<file path="src/rtl/spi_slave.sv">
// SPI mode-0 slave (MSB first) oversampled in the clk_i domain; SYNC_STAGES must be >= 2.
// Optional macro SPI_MISO_TRISTATE_EN floats spi_miso_o while chip select is inactive.
module spi_slave #(
    parameter int unsigned SYNC_STAGES = 2,
    parameter int unsigned DATA_W      = 8
) (
    input  logic              clk_i,
    input  logic              rst_i,
    input  logic              spi_sck_i,
    input  logic              spi_cs_i,
    input  logic              spi_mosi_i,
    output logic              spi_miso_o,
    output logic [DATA_W-1:0] writeGlu,
    input  logic [DATA_W-1:0] readGlu,
    output logic              newOctet
);

    localparam int unsigned CntW = $clog2(DATA_W + 1);
    localparam logic [CntW-1:0] LastBit = CntW'(DATA_W - 1);

    logic [SYNC_STAGES-1:0] sck_sync_q, cs_sync_q, mosi_sync_q;
    logic                   sck_s, cs_s, mosi_s;
    logic                   sck_dly_q, cs_dly_q, mosi_dly_q;
    logic                   sck_rise_q, sck_fall_q, cs_fall_q;

    logic [CntW-1:0]   cnt_q, cnt_d;
    // Only DATA_W-1 bits need storing; the last bit goes straight into writeGlu.
    logic [DATA_W-2:0] rx_q, rx_d;
    logic [DATA_W-1:0] tx_q, tx_d;
    logic [DATA_W-1:0] wr_q, wr_d;
    logic              new_q, new_d;

    assign sck_s  = sck_sync_q[SYNC_STAGES-1];
    assign cs_s   = cs_sync_q[SYNC_STAGES-1];
    assign mosi_s = mosi_sync_q[SYNC_STAGES-1];

    // Edge pulses are registered so they line up with cs_dly_q and mosi_dly_q.
    always_ff @(posedge clk_i) begin
        if (rst_i) begin
            sck_sync_q  <= '0;
            cs_sync_q   <= '1;
            mosi_sync_q <= '0;
            sck_dly_q   <= 1'b0;
            cs_dly_q    <= 1'b1;
            mosi_dly_q  <= 1'b0;
            sck_rise_q  <= 1'b0;
            sck_fall_q  <= 1'b0;
            cs_fall_q   <= 1'b0;
        end else begin
            sck_sync_q  <= {sck_sync_q[SYNC_STAGES-2:0], spi_sck_i};
            cs_sync_q   <= {cs_sync_q[SYNC_STAGES-2:0], spi_cs_i};
            mosi_sync_q <= {mosi_sync_q[SYNC_STAGES-2:0], spi_mosi_i};
            sck_dly_q   <= sck_s;
            cs_dly_q    <= cs_s;
            mosi_dly_q  <= mosi_s;
            sck_rise_q  <= sck_s & ~sck_dly_q;
            sck_fall_q  <= ~sck_s & sck_dly_q;
            cs_fall_q   <= ~cs_s & cs_dly_q;
        end
    end

    always_comb begin
        cnt_d = cnt_q;
        rx_d  = rx_q;
        tx_d  = tx_q;
        wr_d  = wr_q;
        new_d = 1'b0;
        if (cs_dly_q) begin
            cnt_d = '0;
            rx_d  = '0;
        end else begin
            if (cs_fall_q) begin
                tx_d = readGlu;
            end
            if (sck_rise_q) begin
                rx_d = {rx_q[DATA_W-3:0], mosi_dly_q};
                if (cnt_q == LastBit) begin
                    wr_d  = {rx_q, mosi_dly_q};
                    new_d = 1'b1;
                    cnt_d = '0;
                end else begin
                    cnt_d = cnt_q + CntW'(1);
                end
            end
            if (sck_fall_q) begin
                // A zero count here means an octet just completed: fetch the next one.
                if (cnt_q == '0) begin
                    tx_d = readGlu;
                end else begin
                    tx_d = tx_q << 1;
                end
            end
        end
    end

    always_ff @(posedge clk_i) begin
        if (rst_i) begin
            cnt_q <= '0;
            rx_q  <= '0;
            tx_q  <= '0;
            wr_q  <= '0;
            new_q <= 1'b0;
        end else begin
            cnt_q <= cnt_d;
            rx_q  <= rx_d;
            tx_q  <= tx_d;
            wr_q  <= wr_d;
            new_q <= new_d;
        end
    end

    assign writeGlu = wr_q;
    assign newOctet = new_q;

`ifdef SPI_MISO_TRISTATE_EN
    assign spi_miso_o = cs_dly_q ? 1'bz : tx_q[DATA_W-1];
`else
    assign spi_miso_o = ~cs_dly_q & tx_q[DATA_W-1];
`endif

endmodule

</file>
<file path="config.mk">
export PLATFORM = sky130hd
export DESIGN_NAME = spi_slave
export DESIGN_NICKNAME = d
export VERILOG_FILES = /design/src/rtl/spi_slave.sv
export SDC_FILE = /design/constraint.sdc
export NUM_CORES = 1
export LEC_CHECK = 0
export ABC_AREA = 1
export CAP_MARGIN = 40
export CORE_ASPECT_RATIO = 1.4
export CORE_MARGIN = 1
export CORE_UTILIZATION = 56
export DETAILED_ROUTE_END_ITERATION = 8
export GPL_TIMING_DRIVEN = 0
export PLACE_DENSITY = 0.79
export RECOVER_POWER = 25
export SLEW_MARGIN = 10
export SYNTH_ARGS = -nofsm -noshare
export SYNTH_HDL_FRONTEND = slang
export SYNTH_SLANG_ARGS = --single-unit
</file>
<file path="constraint.sdc">
create_clock -name clk_i -period 2.9 [get_ports clk_i]
set_input_delay 0.435 -clock clk_i [delete_from_list [all_inputs] [get_ports clk_i]]
set_output_delay 0.435 -clock clk_i [all_outputs]
set_load 0.03 [all_outputs]
</file>
== After elaboration in Yosys (flattened, before gate mapping) ==
Cells that the tools add are included.
Word-level totals
  register bits after elaboration: 40
  latch bits: 0
  bits in writable memories: 0
  ROM bits: 0
  input bits: 13
  word-level logic and storage cells: 36
  memories kept: 0
Cells by class
  $add $sub $neg: 1
  multipliers: 0
  divide/modulo/power cells: 0
  magnitude comparators: 0
  eq/ne operators: 1
  shift operators: 0
  multiplexer cells: 5
  bitwise gates (word level): 9
  reductions and logical operators: 6
Operators by type and width (number)
  $mux W8: 3
  $not A1 Y1: 5
  $add A4 B1 Y4 const B: 1
  $and A1 B1 Y1: 4
  $eq A4 B3 Y1 const B: 1
  $logic_not A4 Y1: 1
  $mux W4: 1
  $reduce_and A3 Y1: 1
  $reduce_or A3 Y1: 1
  $reduce_and A2 Y1: 1
  $reduce_bool A2 Y1: 1
  $reduce_or A2 Y1: 1
  $mux W1: 1

== Logic depth before layout (Yosys ltp) ==
Gate-level depths: netlist (run 1).
  word-level depth: 3
  gate-level depth with buffers: 8
  gate-level depth less buffers: 8

== Least setup slack after synthesis (run 1) ==
OpenSTA, ideal clock, no wires.
  path kind: flip-flop to flip-flop
  start point: reg cnt_q[0]
  end point: reg tx_q[7]
  arrival time: 1061 ps
  required time: 2791 ps
  slack: 1730 ps
  stages on the path, launching flop included: 9
  buffers on the path: 0
  cell sequence: dfxtp_1 inv_1 ha_1 nand2_2 nand2_1 nand2_1 nand3_1 nand2_1 inv_1
Between the ends
  longest elaborated chain between the ends: 3
RTL lines
  from (decl): RTL line 26  | logic [CntW-1:0] cnt_q, cnt_d;
  from (signal assigned): RTL line 104  | cnt_q <= cnt_d;
  $logic_not A4 Y1: RTL line 87  | if (cnt_q == '0) begin
  $mux W8: RTL line 87
  $mux W8: RTL line 85  | if (sck_fall_q) begin
  to (signal assigned): RTL line 106  | tx_q <= tx_d;
  to (decl): RTL line 29  | logic [DATA_W-1:0] tx_q, tx_d;
No other way between the ends.
A chain may end at the register's enable or synchronous reset.

== Worst setup path in the final report (run 1) ==
  start point: reg tx_q[7]
  end point: out spi_miso_o
Between the ends
  longest elaborated chain between the ends: 1
RTL lines
  $and A1 B1 Y1: RTL line 118  | assign spi_miso_o = ~cs_dly_q & tx_q[DATA_W-1];
  to (decl): RTL line 12  | output logic spi_miso_o,
No other way between the ends.

==> results.md, run 1 <==
- Cell row count: 22
- Post-CTS Hold Buffers: 0
- Tcrit/Tclk final: around two thirds
- Pwr/cell area: 484 nW/µm²
- Crit. End Element: primary output
- Top post-synthesis cells by area: dfxtp_1 (53%), nor2_1 (11%), nand2_1 (7.6%), inv_1 (5.4%), nand3_1 (4.9%)
- Layout area overhead: 20.3%
- Synth area leader: dfxtp_1
- Syn avg cell area: around 8 µm²
- Bufs and invs on worst path: 2
- Die Height: between 60 and 70 µm
- Ys flop type: dfxtp_1
- Routed len/inst: between 10 and 15 µm
- H-tree levels: 2
- DRC violations left: 0
- TritonCTS buffer count: 5
- Top-count cell post-synth: nor2_1
- RSZ-0062 raised after global routing: no
- Post-synthesis net count: approximately 210
- Relative slew slack: between 70% and 80%
- First-pass GRT wire length: between 5000 and 6000 µm
- Final Skew: between 0.006 and 0.007 ns
- Grt total ovfl: 0
- Max Clock Freq: ~0.5 GHz
- Met2 WL: 1500 µm
- I/O pins: 23
- Initial DRC count: 53
- HPWL Detailed: between 2000 and 2500 µm
- Netlist cell types: 20
- Top cells by count, synth: nor2_1 (44), dfxtp_1 (40), nand2_1 (31)
- P_leak: between 0.7 and 0.8 nW
- Vias in the first global route: 1258
- Via count: about 1300
- Final-report max-slew violation count: 0
- Finished Cell Area: 1830 µm²
- Fin. Hold Viols: 0
- Share of cells above drive strength 1: approximately 8.4%
- EDFF count, synth: 0
- WS Path Type: reg2out
- CP peak stage delay: between 0.6 and 0.7 ns
- Placer Congestion: ~0.77
- Initial antenna violation count: 0
- Met3 WL: ~110 µm
- Post-CTS Repair Setup Buffers: 0
- Nets: 240
- Die Area: 2940 µm²
- Sum Neg Setup Slack: 0 ns
- Register area share after synthesis: between 50% and 60%
- Hold Worst Slack: between 0.4 and 0.5 ns
- Synth warn: 0
- Ys async rst share: 0%
- Status: complete, no violations
- CTS tree: yes
- Synthesized netlist cell count: 196
- Req. time, crit path: between 2 and 2.5 ns
- IR drop worst, VDD: between 0.4 and 0.5 mV
- CP Launch Type: flop
- Die Span X: 46.1 µm
- Max FO, Critical Path: 2
- Detailed Route WL: between 2000 and 3000 µm
- TritonRoute pass-1 iters: 4
- Crit path cell chain: inv_1 > nor2_1 > clkdlybuf4s50_1
- Top sig layer: met4
- Slew @ Worst Pin: roughly 0.43 ns
- Number of vias per cell: around 4.8
- Tot GR Track Use: between 20% and 30%
- Clk_lat worst skew: approximately 0.34 ns
- Post-synth top area share: between 50% and 60%
- Pwr Total: just under 900 µW
- Synthesized cell area: between 1500 and 2000 µm²
- FF+latch count, synth: 40
- Minimum clock period: 1.95 ns
- Hold/Removal Path Class: reg2reg
- Final setup viols: 0
- Clock slew at reported path FFs: 0.11 ns
- Largest net degree at the start of global routing: 12
- CTS max path bufs: 2
- Diode count: 0
- Post-DP Area: around 1800 µm²
- DRT met1 WL: 1130 µm
- Slowest CP cell: clkdlybuf4s50_1
- Clock Tree Root: clkbuf_4
- R2r setup slk: approximately 1.5 ns
- Initial core utilization: about three fifths
- CP arrival: 1.52 ns
- IO buf count: 22
- Core Area: roughly 2600 µm²
- Post-CTS sizing: 0
- Max-Cap Viols: 0
- Cell family contributing the most delay on the critical path: buffers and inverters
- CTS sink count: 40
- Antenna-violating nets left: 0
tightest hold or removal path, delay by kind of cell (launching register included):
| kind | cells | cell delay [ns] |
|---|---|---|
| simple gates | 1 | 0.03 |
| flops | 1 | 0.32 |
| buf+inv | 1 | 0.04 |
placed cells by master, fill, tap and decap left out:
cell type	n
a21oi_1	11
buf_2	1
buf_6	2
clkbuf_1	4
clkbuf_4	5
clkbuf_8	1
clkdlybuf4s50_1	21
clkinv_2	1
dfxtp_1	40
dlygate4sd3_1	1
ha_1	2
inv_1	22
inv_2	2
nand2_1	31
nand2_2	1
nand3_1	15
nand3_2	1
nor2_1	44
nor2_2	1
nor3_1	2
o21ai_0	12
o21ai_1	1
o21ai_4	1
or2_2	3
xor2_1	1
final timing paths:
kind | start | end | cells after the start
min reg2reg | mosi_sync_q[1] | mosi_dly_q | 2
min | mosi_sync_q[1] | mosi_dly_q | 2
max reg2reg | cnt_q[0] | tx_q[6] | 8
max | tx_q[7] | spi_miso_o | 3
logic make-up (layout without fill, tap and decap cells):
family	count (synthesis)	count (layout)	share of synthesized area, %
compound gates	25	25	8.95
xor+xnor	1	1	0.575
fa+ha+maj	2	2	1.64
buf+inv	30	60	9.52
flops	40	40	52.5
simple gates	98	98	26.8
state kept, by name, summed over array words and instances, names as in the netlist, 2 cells and up:
name,flops
writeGlu,8
cs_sync_q,2
rx_q,7
cnt_q,4
tx_q,8
mosi_sync_q,2
sck_sync_q,2
through the flow:
| stage | instances | util, % | setup WS (ns) |
|---|---|---|---|
| 2_1_floorplan | 196 | - | 1.73 |
| 3_3_place_gp | 254 | 68.4 | 1.20 |
| 3_5_place_dp | 254 | 68.4 | 1.16 |
| 4_1_cts | 262 | 70.7 | 0.929 |
| 5_1_grt | 262 | 70.1 | 0.892 |
| 6_report | 262 | 70.1 | 0.948 |
routing by layer:
metal	vias up	GRT usage, %
li1	662	-
met5	-	0
met3	6	7.16
met2	27	39.6
met1	561	24.7
met4	0	12.1
final cells by class:
cell class              instances  area, µm²
flip-flops and latches         40        801
clock buffers                   8       58.8
well taps                      36       45.0
fillers                       220        782
repair buffers                 22        220
inverters                      25       95.1
plain buffers                   5       35.0
multi-input cells             126        578
report_power, final:
| group | leakage (nW) | switching [mW] | internal [mW] | total, mW |
|---|---|---|---|---|
| clock | 0.0326 | 0.169 | 0.120 | 0.289 |
| sequential | 0.324 | 0.00294 | 0.556 | 0.559 |
| combinational | 0.397 | 0.0188 | 0.0215 | 0.0403 |
(Power assumes the default switching activity.)
==> run 2, diff against run 1 <==
--- a/config.mk
+++ b/config.mk
@@ -9,10 +9,10 @@
 export CAP_MARGIN = 40
 export CORE_ASPECT_RATIO = 1.4
 export CORE_MARGIN = 1
-export CORE_UTILIZATION = 56
+export CORE_UTILIZATION = 47
 export DETAILED_ROUTE_END_ITERATION = 8
 export GPL_TIMING_DRIVEN = 0
-export PLACE_DENSITY = 0.79
+export PLACE_DENSITY = 0.71
 export RECOVER_POWER = 25
 export SLEW_MARGIN = 10
 export SYNTH_ARGS = -nofsm -noshare
==> constraint.sdc (replaced) <==
create_clock -name clk_i -period 1.7 [get_ports clk_i]
set_input_delay 0.255 -clock clk_i [delete_from_list [all_inputs] [get_ports clk_i]]
set_output_delay 0.255 -clock clk_i [all_outputs]
set_load 0.03 [all_outputs]
==> results.md, run 2 (same netlist as run 1, synthesis figures left out) <==
- Minimum clock period: between 1.5 and 2 ns
- Slowest CP cell: clkdlybuf4s50_1 (unchanged)
- Die Span X: 50.1 µm (was 46.1 µm)
- Internal power: 1.56 mW (was 697 µW)
- Gr busiest metal: met2 (unchanged)
- HP Start: sck_sync_q[0] (was mosi_sync_q[1])
- R2r setup slk: 0.33 ns (was 1.48 ns)
- Fin. Hold Viols: 0 (unchanged)
- Placer Congestion: 0.771 (about the same)
- Initial core utilization: 49.3% (was 58.3%)
- Finished Cell Area: 1910 µm² (was 1830 µm²)
- Largest net degree at the start of global routing: 13 (was 12)
- Hold/Removal Path Class: reg2reg (unchanged)
- Status: complete, no violations (unchanged)
- Worst r2r src: cnt_q[0] (unchanged)
- IR drop worst, VDD: 0.855 mV (was 0.484 mV)
- CP Launch Type: flop (unchanged)
- Commonest non-fill, non-tap cell in the layout: nor2_1 (unchanged)
- Crit. End Element: primary output (unchanged)
- Sum Neg Setup Slack: 0 ns (unchanged)
- RSZ-0062 raised after global routing: no (unchanged)
- Most frequent cells in the layout: nor2_1 (44), dfxtp_1 (40), nand2_1 (31), inv_1 (22), clkdlybuf4s50_1 (20) (was nor2_1 (44), dfxtp_1 (40), nand2_1 (31), inv_1 (22), clkdlybuf4s50_1 (21))
- Tcrit/Tclk final: 90.8%
- Post-CTS Hold Buffers: 0 (unchanged)
- WS Path Type: reg2out (unchanged)
- Initial DRC count: 15 (was 53)
- Slew @ Worst Pin: 0.406 ns (was 0.431 ns)
- FF-to-FF End: tx_q[6] (unchanged)
- Clock power share: 46.5% (was 32.5%)
- Final setup viols: 0 (unchanged)
- Via count: 1267 (was 1256)
- Diode count: 0 (unchanged)
- Vias in the first global route: 1198 (was 1258)
- Initial antenna violation count: 0 (unchanged)
- Clock slew at reported path FFs: 0.07 ns (was 0.11 ns)
- Bufs and invs on worst path: 1 (was 2)
- Pwr/cell area: 1000 nW/µm² (was 484 nW/µm²)
- HPWL Detailed: 2040 µm (was 2060 µm)
- Nets: 240 (unchanged)
- CTS max path bufs: 2 (unchanged)
- Cell family contributing the most delay on the critical path: buffers and inverters (unchanged)
- GRT met3 Usage: 6.58% (was 7.16%)
- Gate power share: 3.6% (was 4.5%)
- Fillers: 294 (was 220)
- Final-report max-slew violation count: 0 (unchanged)
- Hold Path End: sck_sync_q[1] (was mosi_dly_q)
- Post-DP Area: 1790 µm² (about the same)
- Switch Pwr: 344 µW (was 191 µW)
- Antenna-violating nets left: 0 (unchanged)
- Final Skew: 0.00455 ns (was 0.00616 ns)
- H-tree levels: 2 (unchanged)
- Layout area overhead: 25.0% (was 20.3%)
- Grt total ovfl: 0 (unchanged)
- CTS tree: yes (unchanged)
- Clock Tree Root: clkbuf_8 (was clkbuf_4)
- R2R cell count: 8 (unchanged)
- Max Clock Freq: about 0.65 GHz
- P_leak: 0.790 nW (was 0.753 nW)
- TritonCTS buffer count: 5 (unchanged)
- Relative slew slack: 73.0% (was 71.2%)
- Met2 usage: 34.2% (was 39.6%)
- Post-CTS Repair Setup Buffers: 0 (unchanged)
- Share of cells above drive strength 1: 8.89% (was 8.41%)
- First-pass GRT wire length: 4840 µm (was 5000 µm)
- Crit path cell chain: clkdlybuf4s50_1 (was inv_1 > nor2_1 > clkdlybuf4s50_1)
- TritonRoute pass-1 iters: 4 (unchanged)
- CP arrival: 1.29 ns (was 1.52 ns)
- CTS sink count: 40 (unchanged)
- GRT met1 Usage: 17.6% (was 24.7%)
- Max FO, Critical Path: 2 (unchanged)
- CP peak stage delay: 0.67 ns (was 0.68 ns)
- IO buf count: 22 (unchanged)
- Max-Cap Viols: 0 (unchanged)
- DRC violations left: 0 (unchanged)
- Die Height: 69.4 µm (was 63.7 µm)
- Req. time, crit path: 1.44 ns (was 2.47 ns)
- Die Area: 3480 µm² (was 2940 µm²)
- Clk_lat worst skew: 0.29 ns (was 0.34 ns)
- Register share of total power: 50.0% (was 62.9%)
- Detailed Route WL: 2700 µm (was 2810 µm)
- Net Sw Frac: 18.0% (was 21.5%)
- Routed len/inst: 10.2 µm (was 10.7 µm)
- Tot GR Track Use: 18.6% (was 23.5%)
- Core Area: 3090 µm² (was 2620 µm²)
- Number of vias per cell: 4.80 (was 4.79)
- Hold Crit Depth: 2 (unchanged)
- Cell row count: 24 (was 22)
- I/O pins: 23 (unchanged)
## run 2: cell types whose count changed in the layout (fill, tap and decap cells not counted), sizes merged
cell           previous run  this run
dlygate4sd2               0         1
bufinv                    0         2
clkdlybuf4s50            21        20
clkbuf                   10         7
## run 2: area by class of cell
| type | instances | area [µm²] | area share [%] |
|---|---|---|---|
| repair buffers | 22 | 219 | 11.5 |
| inverters | 25 | 95.1 | 4.99 |
| plain buffers | 5 | 35.0 | 1.84 |
| clock buffers | 5 | 68.8 | 3.61 |
| well taps | 39 | 48.8 | 2.56 |
| flip-flops and latches | 40 | 801 | 42.0 |
| multi-input cells | 126 | 578 | 30.3 |
| clock inverters | 2 | 60.1 | 3.15 |
## run 2: worst max path at each step
stage                     depth (start not counted)   startpoint     endpoint  slack [ns]
final                                             1  writeGlu[3]  writeGlu[3]        0.16
after global routing                              1  writeGlu[6]  writeGlu[6]        0.11
after CTS                                         1  writeGlu[2]  writeGlu[2]        0.14
after detailed placement                          4        rst_i     cnt_q[0]        0.14
after global placement                            4        rst_i     cnt_q[0]        0.17
after floorplan                                   8     cnt_q[0]      tx_q[7]        0.53
## run 2: through the flow
stage	power (mW)	worst slack [ns]	utilization (%)	instances	hold WS, ns
global route	1.98	0.112	61.6	264	0.417
CTS	1.93	0.139	62.1	264	0.410
detailed placement	1.05	0.141	58.0	257	0.396
floorplan	1.01	0.530	-	196	0.359
global placement	1.05	0.173	58.0	257	0.389
finish	1.91	0.156	61.6	264	0.406
## run 2: what timing repair did
action,in CTS,in global routing
gates resized for setup,1,0
hold endpoints to repair,0,0
setup endpoints to repair,1,0
## run 2: layer usage
metal | up-vias | part of all wire [%]
met5 | - | 0
met4 | 0 | 1.4
met3 | 4 | 4.4
met2 | 29 | 57
met1 | 573 | 38
li1 | 661 | -
## run 2: power groups by stage
stage	registers (mW)	clock network (mW)	logic [mW]
after floorplan	0.973	0	0.0369
after global placement	0.974	0	0.0715
after detailed placement	0.974	0	0.0738
after CTS	0.952	0.908	0.0741
after global routing	0.953	0.947	0.0769
final	0.952	0.886	0.0680
==> run 3, diff against run 2 <==
--- a/config.mk
+++ b/config.mk
@@ -12,7 +12,7 @@
 export CORE_UTILIZATION = 47
 export DETAILED_ROUTE_END_ITERATION = 8
 export GPL_TIMING_DRIVEN = 0
-export PLACE_DENSITY = 0.71
+export PLACE_DENSITY_LB_ADDON = 0.12
 export RECOVER_POWER = 25
 export SLEW_MARGIN = 10
 export SYNTH_ARGS = -nofsm -noshare
==> results.md, run 3 (same netlist as run 1, synthesis figures left out) <==
- CTS max path bufs: 2 (unchanged)
- Die Area: 3480 µm² (unchanged)
- P_leak: 0.791 nW (was 0.790 nW)
- H-tree levels: 2 (unchanged)
- Cell family contributing the most delay on the critical path: buffers and inverters (unchanged)
- IO buf count: 22 (unchanged)
- Relative slew slack: 73.7% (was 73.0%)
- Clock power share: 38.2% (was 46.5%)
- Switch Pwr: 343 µW (was 344 µW)
- CP Launch Type: flop (unchanged)
- Via count: 1215 (was 1267)
- Nets: 240 (unchanged)
- TritonCTS buffer count: 5 (unchanged)
- Fin. Hold Viols: 0 (unchanged)
- CTS sink count: 40 (unchanged)
- Register share of total power: 57.7% (was 50.0%)
- Initial core utilization: 49.3% (unchanged)
- Largest net degree at the start of global routing: 13 (unchanged)
- Hold/Removal Path Class: reg2reg (unchanged)
- Minimum clock period: 1.54 ns (about the same)
- Internal power: 1.31 mW (was 1.56 mW)
- Number of vias per cell: 4.58 (was 4.80)
- Max FO, Critical Path: 2 (unchanged)
- IR drop worst, VDD: 0.661 mV (was 0.855 mV)
- First-pass GRT wire length: 4600 µm (was 4840 µm)
- Final setup viols: 0 (unchanged)
- Gate power share: 4.1% (was 3.6%)
- Max Clock Freq: 0.648 GHz (about the same)
- Final Skew: 0.00324 ns (was 0.00455 ns)
- Inst Count DP: 257 (unchanged)
- Tcrit/Tclk final: 90.8% (about the same)
- Antenna-violating nets left: 0 (unchanged)
- Final-report max-slew violation count: 0 (unchanged)
- Detailed Route WL: 2620 µm (was 2700 µm)
- Placer Congestion: 0.827 (was 0.771)
- Clock Tree Root: clkbuf_8 (unchanged)
- Routed len/inst: 9.88 µm (was 10.2 µm)
- Cell row count: 24 (unchanged)
- Status: complete, no violations (unchanged)
- Slowest CP cell: clkdlybuf4s50_1 (unchanged)
- TritonRoute pass-1 iters: 3 (was 4)
- Die Span X: 50.1 µm (unchanged)
- Tot GR Track Use: 17.6% (was 18.6%)
- Die Height: 69.4 µm (unchanged)
- CTS tree: yes (unchanged)
- Net Sw Frac: 20.8% (was 18.0%)
- CP arrival: 1.29 ns (about the same)
- Grt total ovfl: 0 (unchanged)
- Diode count: 0 (unchanged)
- Slew @ Worst Pin: 0.395 ns (was 0.406 ns)
- WS Path Type: reg2out (unchanged)
- Fillers: 295 (was 294)
- Max-Cap Viols: 0 (unchanged)
- Clock slew at reported path FFs: 0.07 ns (about the same)
- Clk_lat worst skew: 0.29 ns (about the same)
- Vias in the first global route: 1120 (was 1198)
- Crit path cell chain: clkdlybuf4s50_1 (unchanged)
- Final Non-Filler Cells: 265 (was 264)
- Share of cells above drive strength 1: 9.29% (was 8.89%)
- Initial DRC count: 15 (unchanged)
- Final core utilization: 60.6% (was 61.6%)
- I/O pins: 23 (unchanged)
- Most frequent cells in the layout: nor2_1 (44), dfxtp_1 (40), nand2_1 (31), inv_1 (22), clkdlybuf4s50_1 (20) (unchanged)
- Initial antenna violation count: 0 (unchanged)
- Layout area overhead: 22.9% (was 25.0%)
- Pwr/cell area: 882 nW/µm² (was 1000 nW/µm²)
- CP peak stage delay: 0.67 ns (about the same)
- Bufs and invs on worst path: 1 (unchanged)
- RSZ-0062 raised after global routing: no (unchanged)
- Core Area: 3090 µm² (unchanged)
- Sum Neg Setup Slack: 0 ns (unchanged)
- Commonest non-fill, non-tap cell in the layout: nor2_1 (unchanged)
- Crit. End Element: primary output (unchanged)
- DRC violations left: 0 (unchanged)
- HPWL Detailed: 2000 µm (was 2040 µm)
- Req. time, crit path: 1.44 ns (about the same)
run 3: changes by cell type in the layout (fill, tap and decap cells not counted):
| cell | change |
|---|---|
| bufinv_16 | -2 |
| clkbuf_8 | +1 |
| dlymetal6s2s_1 | +1 |
| clkinv_2 | +2 |
| dlygate4sd2_1 | -1 |
run 3: area by class of cell:
cell class / instances / area, µm² / area share, %
flip-flops and latches: 40 / 801 / 42.8
multi-input cells: 126 / 578 / 30.9
repair buffers: 22 / 223 / 11.9
inverters: 25 / 95.1 / 5.08
clock buffers: 6 / 82.6 / 4.41
well taps: 39 / 48.8 / 2.61
plain buffers: 5 / 35.0 / 1.87
clock inverters: 2 / 10.0 / 0.534
run 3: layer usage:
layer	part of all wire [%]	global-route usage (%)
met5	0	0
met4	2.6	9.52
met3	3.9	4.61
met2	53	32.0
met1	41	17.4
run 3: what timing repair did:
item                                    4_1_cts  5_1_grt
gates resized for setup                       0        1
setup buffers                                 0        0
endpoints found under the setup margin        0        1
hold buffers                                  0        0
run 3: worst register-to-register path: stages (launching register included):
cell,delay (ns)
dfxtp_1,0.39
inv_1,0.06
ha_1,0.20
nand2_2,0.15
nand2_1,0.20
nand2_1,0.12
nand3_1,0.07
nand2_1,0.06
inv_1,0.04
run 3: through the flow:
step | power (mW) | setup WS (ns) | hold WS, ns | area (µm²)
final | 1.65 | 0.156 | 0.406 | 1870
after detailed placement | 1.05 | 0.133 | 0.398 | 1790
after global placement | 1.05 | 0.186 | 0.390 | 1790
after CTS | 1.68 | 0.0289 | 0.409 | 1890
after global routing | 1.72 | 0.105 | 0.428 | 1870
after floorplan | 1.01 | 0.530 | 0.359 | 1520
run 3: path summary, 6_finish.rpt:
check	start	endpoint	slack [ns]	depth (start not counted)
setup / recovery	writeGlu[6]	writeGlu[6]	0.16	1
hold / removal	sck_sync_q[0]	sck_sync_q[1]	0.41	2
setup reg to reg	cnt_q[0]	tx_q[7]	0.30	8
hold reg to reg	sck_sync_q[0]	sck_sync_q[1]	0.41	2
run 3: power groups by stage:
| stage | sequential, mW | combinational, mW | clock [mW] |
|---|---|---|---|
| 4_1_cts | 0.952 | 0.0728 | 0.652 |
| 6_report | 0.952 | 0.0674 | 0.631 |
| 2_1_floorplan | 0.973 | 0.0369 | 0 |
| 5_1_grt | 0.953 | 0.0754 | 0.687 |
| 3_5_place_dp | 0.974 | 0.0726 | 0 |
| 3_3_place_gp | 0.974 | 0.0713 | 0 |
